`src/rtl/neuron_train_ctrl.sv`:
```
// Training sequencer for a single perceptron: buffers labelled samples, then
// replays them epoch by epoch to an external datapath until weights settle.
module neuron_train_ctrl #(
  parameter int DEPTH     = 64,
  parameter int MAX_EPOCH = 100,
  parameter int AW        = 6
) (
  input  logic              clk,
  input  logic              rst_n,
  input  logic              load_en,
  input  logic signed [6:0] load_x1,
  input  logic signed [6:0] load_x2,
  input  logic signed [1:0] load_t,
  input  logic              clear,
  input  logic              start,
  output logic [AW:0]       n_samples,
  output logic              load_full,
  output logic [6:0]        dp_x1,
  output logic [6:0]        dp_x2,
  output logic [1:0]        dp_t,
  output logic              dp_valid,
  input  logic              dp_ready,
  input  logic              dp_ack,
  input  logic              dp_changed,
  output logic              dp_init,
  output logic              busy,
  output logic              done,
  output logic              converged,
  output logic [7:0]        epoch,
  output logic [2:0]        dbg_state
);

  // dp_valid/dp_ready: a sample is transferred on a rising edge where both are
  // high; while dp_valid is high without dp_ready the offered data is frozen.

  typedef enum logic [2:0] {IDLE, INIT, ISSUE, WAIT, EPOCH_END, DONE} state_t;

  localparam logic [AW:0] FULL_CNT = DEPTH[AW:0];
  localparam logic [AW:0] CNT_ONE  = {{AW{1'b0}}, 1'b1};

  state_t state, state_nxt;

  logic signed [6:0] buf_x1 [DEPTH];
  logic signed [6:0] buf_x2 [DEPTH];
  logic signed [1:0] buf_t  [DEPTH];

  logic [AW-1:0] idx, idx_nxt;
  logic [7:0]    epoch_nxt, epoch_inc;
  logic          chg_flag, chg_nxt, conv_nxt;
  logic          load_ok, last_sample;

  assign load_full   = (n_samples == FULL_CNT);
  assign load_ok     = (state == IDLE) && load_en && !start && !clear && !load_full;
  assign last_sample = ({1'b0, idx} == (n_samples - CNT_ONE));
  assign epoch_inc   = (epoch == 8'hFF) ? epoch : epoch + 8'd1;

  assign dp_valid  = (state == ISSUE);
  assign dp_init   = (state == INIT);
  assign done      = (state == DONE);
  assign busy      = (state == INIT) || (state == ISSUE) || (state == WAIT) || (state == EPOCH_END);
  assign dbg_state = state;

  always_comb begin
    state_nxt = state;
    idx_nxt   = idx;
    epoch_nxt = epoch;
    chg_nxt   = chg_flag;
    conv_nxt  = converged;
    case (state)
      IDLE: begin
        if (start) begin
          if (n_samples != '0) begin
            state_nxt = INIT;
          end else begin
            state_nxt = DONE;
            conv_nxt  = 1'b0;
            epoch_nxt = 8'd0;
          end
        end
      end
      INIT: begin
        idx_nxt   = '0;
        epoch_nxt = 8'd0;
        chg_nxt   = 1'b0;
        conv_nxt  = 1'b0;
        state_nxt = ISSUE;
      end
      ISSUE: begin
        if (dp_ready) state_nxt = WAIT;
      end
      WAIT: begin
        if (dp_ack) begin
          chg_nxt = chg_flag | dp_changed;
          if (last_sample) begin
            state_nxt = EPOCH_END;
          end else begin
            idx_nxt   = idx + AW'(1);
            state_nxt = ISSUE;
          end
        end
      end
      EPOCH_END: begin
        epoch_nxt = epoch_inc;
        if (!chg_flag) begin
          state_nxt = DONE;
          conv_nxt  = 1'b1;
        end else if (epoch_inc == 8'(MAX_EPOCH)) begin
          state_nxt = DONE;
          conv_nxt  = 1'b0;
        end else begin
          idx_nxt   = '0;
          chg_nxt   = 1'b0;
          state_nxt = ISSUE;
        end
      end
      DONE:    state_nxt = IDLE;
      default: state_nxt = IDLE;
    endcase
  end

  always_ff @(posedge clk or negedge rst_n) begin
    if (!rst_n) begin
      state     <= IDLE;
      idx       <= '0;
      epoch     <= 8'd0;
      chg_flag  <= 1'b0;
      converged <= 1'b0;
      n_samples <= '0;
    end else begin
      state     <= state_nxt;
      idx       <= idx_nxt;
      epoch     <= epoch_nxt;
      chg_flag  <= chg_nxt;
      converged <= conv_nxt;
      if ((state == IDLE) && clear) n_samples <= '0;
      else if (load_ok)             n_samples <= n_samples + CNT_ONE;
    end
  end

  // Offer registers reload on every cycle headed into ISSUE; the buffer is
  // frozen while busy, so repeated reloads during a stall keep data stable.
  always_ff @(posedge clk or negedge rst_n) begin
    if (!rst_n) begin
      dp_x1 <= '0;
      dp_x2 <= '0;
      dp_t  <= '0;
    end else if (state_nxt == ISSUE) begin
      dp_x1 <= buf_x1[idx_nxt];
      dp_x2 <= buf_x2[idx_nxt];
      dp_t  <= buf_t[idx_nxt];
    end
  end

  always_ff @(posedge clk) begin
    if (load_ok) begin
      buf_x1[n_samples[AW-1:0]] <= load_x1;
      buf_x2[n_samples[AW-1:0]] <= load_x2;
      buf_t[n_samples[AW-1:0]]  <= load_t;
    end
  end

endmodule

```
`config.mk`:
```
export PLATFORM = sky130hd
export DESIGN_NAME = neuron_train_ctrl
export DESIGN_NICKNAME = d
export VERILOG_FILES = /design/src/rtl/neuron_train_ctrl.sv
export SDC_FILE = /design/constraint.sdc
export NUM_CORES = 1
export LEC_CHECK = 0
export CORE_ASPECT_RATIO = 1.2
export CORE_MARGIN = 5
export CORE_UTILIZATION = 55
export CTS_CLUSTER_SIZE = 25
export DETAILED_ROUTE_END_ITERATION = 10
export HOLD_SLACK_MARGIN = 0.03
export PLACE_DENSITY = 0.71
export SETUP_SLACK_MARGIN = 0.05
export SLEW_MARGIN = 20
export SYNTH_ARGS = -nofsm -noshare
export SYNTH_HDL_FRONTEND = slang
export SYNTH_SLANG_ARGS = --single-unit
```
`constraint.sdc`:
```
create_clock -name clk -period 4.2 [get_ports clk]
set_input_delay 0.84 -clock clk [delete_from_list [all_inputs] [get_ports clk]]
set_output_delay 0.84 -clock clk [all_outputs]
set_load 0.02 [all_outputs]
```
==> flow_metrics.tcl <==
set metrics [dict create \
    path_buf_inv 5 \
    final_cell_mix "edfxtp_1 (1024), nand2_1 (570), buf_4 (260)" \
    grt.overflow.total 0 \
    die_x_um 273 \
    drt_first_pass_iters 7 \
    slowest_stage "a311o_1" \
    clk_latency_ns 0.70 \
    port_buffers 63 \
    path_delay_family "compound AO/OA/AOI/OAI gates" \
    post-place-cells 4613 \
    dieHeight_um 325 \
    fin_crit_ns 4.06 \
    hold_viol 0 \
    synth_area_um2 45500 \
    p_switching_mw 11.0 \
    antenna_found_initial 5 \
    drt_iter0_markers 4288 \
    drv_slew 0 \
    yosys_warnings 0 \
    clock_skew_ns 0.0422 \
    ys_ff_latch 1066 \
    p_leak_nw 18.6 \
    htreeDepth 3 \
    fmax_mhz 246 \
    power.internal_mw 20.8 \
    cts_inserted_buffers 102 \
    critical_path_required_ns 4.75 \
    rsz0062_at_grt "yes" \
    grt_use_total 0.294 \
    syn_area_per_cell_um2 13.2 \
    relSlewSlack 0.230 \
    tritoncts "done" \
    finalCritPeriodShare 0.966 \
    r2r_end "dp_x1[4]$_DFFE_PN0N_" \
    via_count 32000 \
    grt_max_degree 87 \
    power_density_nw_per_um2 599 \
    r2r-start "n_samples[0]$_DFFE_PN0P_" \
    synth_area_leaders "edfxtp_1 (68%), nand2_1 (4.7%), dfrtp_1 (2.3%), mux2i_1 (2.2%), a21oi_1 (1.9%)" \
    regArea_um2 31800 \
    io-pin-count 64 \
    vdd_ir_drop_max_uv 413 \
    synth_cells 3459 \
    worstSetupStartpointType "flip-flop" \
    clock_power_share 0.289 \
    syn_nets 3488 \
    start_util 0.555 \
    synth_area_leader_cell "edfxtp_1" \
    pwr-share-comb 0.335 \
    synth_async_sr_flop_share 0.0394 \
    crit_chain "inv_1, ha_1, nor3b_4, a211oi_2, or2_1, o21a_1, a311o_2, buf_12, nand2_8, buf_6, buf_6, buf_12, mux2i_2, o22ai_1, a311o_1, o2111ai_4, a41oi_2" \
    avgViaCountPerCell 6.63 \
    grt_pass1_vias 31100 \
    crit_type "flip-flop to flip-flop" \
    area_growth_pct 16.6 \
    root_buffer "clkbuf_16" \
    multiInputGateArea_um2 12800 \
    outcome "finished, final reports clean" \
    dp_hpwl_um 83800 \
    tns_ns 0 \
    crit_fanout 27 \
    max_stage_delay_ns 0.41 \
    clockBufferDepth 3 \
    worst_pin_slew_ns 1.15 \
    synth_flop_cell "edfxtp_1" \
    coreArea_um2 82000 \
    die_area_um2 88700 \
    layout.cells.most_common "edfxtp_1" \
    switching_share 0.345 \
    yosysSeqAreaShare 0.698 \
    finalCoreUtilization 0.647 \
    grt_pass1_wl_um 197000 \
    clk_pin_slew_ns 0.06 \
    p_seq_frac 0.376 \
    fp-row-count 115 \
    max-cap-violations 0 \
    wire_per_inst_um 28.1 \
    drc_errors 0 \
    fin_nets 3713 \
    ys_types 80 \
    regToRegSetupSlack_ns 0.14 \
    cts.sinks 1066 \
    fillers 5750 \
    wl_um 135000 \
    hold_buffers 0 \
    worstPathArrival_ns 4.61 \
    hold_class "primary input to async pin" \
    r2r_cells 17 \
    synth_edf_count 1024 \
    drive_gt1_frac 0.167 \
    setup_viol 0 \
    synth_top_area_share 0.675 \
    layout.cells.non_filler 4824 \
    endpoint_kind "flip-flop" \
    antenna_left 0 \
    gp_congestion 0.920 \
]
==> cells by family after synthesis <==
kind of cell | Yosys count | share of synthesized area
AND/OR/NAND/NOR | 1158 | 0.113
flip-flops | 1066 | 0.698
AO/OA/AOI/OAI | 782 | 0.120
buffers and inverters | 274 | 0.0274
multiplexers | 161 | 0.0371
XOR/XNOR | 13 | 0.00280
adder cells (fa/ha/maj) | 5 | 0.00137
==> synthesized netlist by cell type, types with 6 or more instances <==
library cell and number:
a32o_1 15, or4_1 17, or3_1 21, a41oi_2 9, dfrtp_1 42, inv_1 14
nand2_1 570, and2_1 8, nor4_1 18, edfxtp_1 1024, mux2i_1 98, buf_4 12
mux2_2 63, a21oi_1 174, nor2_1 208, xor2_1 8, a211oi_1 83, buf_6 11
nor3_1 36, o211ai_1 15, o31a_1 15, buf_1 20, o2111ai_1 16, a31oi_1 85
o31ai_1 17, a22o_1 51, clkbuf_1 141, nand4_1 8, a311oi_1 16, o311a_1 15
o21ai_0 47, a21o_1 17, and3_1 103, o221ai_1 18, o22ai_1 126, a41oi_1 6
a311o_1 16, buf_2 72, nand3_1 146
==> power groups by stage <==
stage / logic, mW / registers, mW / clock network (mW)
floorplan: 5.72 / 12.1 / 0
global placement: 9.48 / 12.2 / 0
detailed placement: 9.71 / 12.2 / 0
CTS: 9.90 / 11.9 / 9.26
global route: 11.2 / 12.0 / 9.74
finish: 10.6 / 12.0 / 9.19
==> flip-flops by register name, indices dropped and copies added, names as in the netlist <==
name,count
buf_x1,448
buf_x2,448
buf_t,128
epoch,8
dp_x1,7
dp_x2,7
n_samples,7
idx,6
dbg_state,3
dp_t,2
chg_flag,1
converged,1
==> through the flow <==
stage               hold slack [ns]  power, mW  worst slack (ns)  cell area (um^2)
floorplan                     0.497       17.9             0.534             45500
global placement              0.558       21.7            -0.420             49000
detailed placement            0.569       21.9            -0.458             49000
CTS                           0.117       31.1            0.0583             52500
global route                  0.154       32.9           -0.0253             53100
finish                        0.119       31.8             0.142             53100
==> metal layers <==
| metal | global-route usage | up-vias | share of wire |
|---|---|---|---|
| met2 | 0.471 | 1897 | 0.48 |
| met5 | 0 | - | 0.00020 |
| met4 | 0.133 | 4 | 0.050 |
| met1 | 0.391 | 15900 | 0.37 |
| met3 | 0.0612 | 370 | 0.10 |
| li1 | - | 13800 | - |
==> layout make-up <==
type	count	area share
Clock buffer	125	0.0507
Tap cell	1053	0.0248
Timing Repair inverter	2	0.000424
Multi-Input combinational cell	2119	0.242
Antenna cell	2	0.0000943
Sequential cell	1066	0.599
Timing Repair Buffer	375	0.0680
Clock inverter	64	0.0128
Inverter	18	0.00191
==> worst max-delay path by stage <==
stage,start,endpoint,slack (ns),cells past startpoint
6_report,n_samples[0]$_DFFE_PN0P_,dp_x1[4]$_DFFE_PN0N_,0.14,17
5_1_grt,n_samples[0]$_DFFE_PN0P_,dp_x1[4]$_DFFE_PN0N_,-0.03,17
4_1_cts,epoch[1]$_DFFE_PN0P_,dp_x1[0]$_DFFE_PN0N_,0.06,15
3_5_place_dp,dp_ack,dp_x1[4]$_DFFE_PN0N_,-0.46,15
3_3_place_gp,dp_ack,dp_x1[4]$_DFFE_PN0N_,-0.42,15
2_1_floorplan,n_samples[0]$_DFFE_PN0P_,dp_t[0]$_DFFE_PN0N_,0.53,16
==> timing repair <==
action	in CTS	in global routing
pin swaps	0	7
gates cloned	1	8
setup endpoints to repair	15	16
resized for setup	24	53
buffers inserted	0	11
No activity file was read; power rests on OpenSTA's default activity.
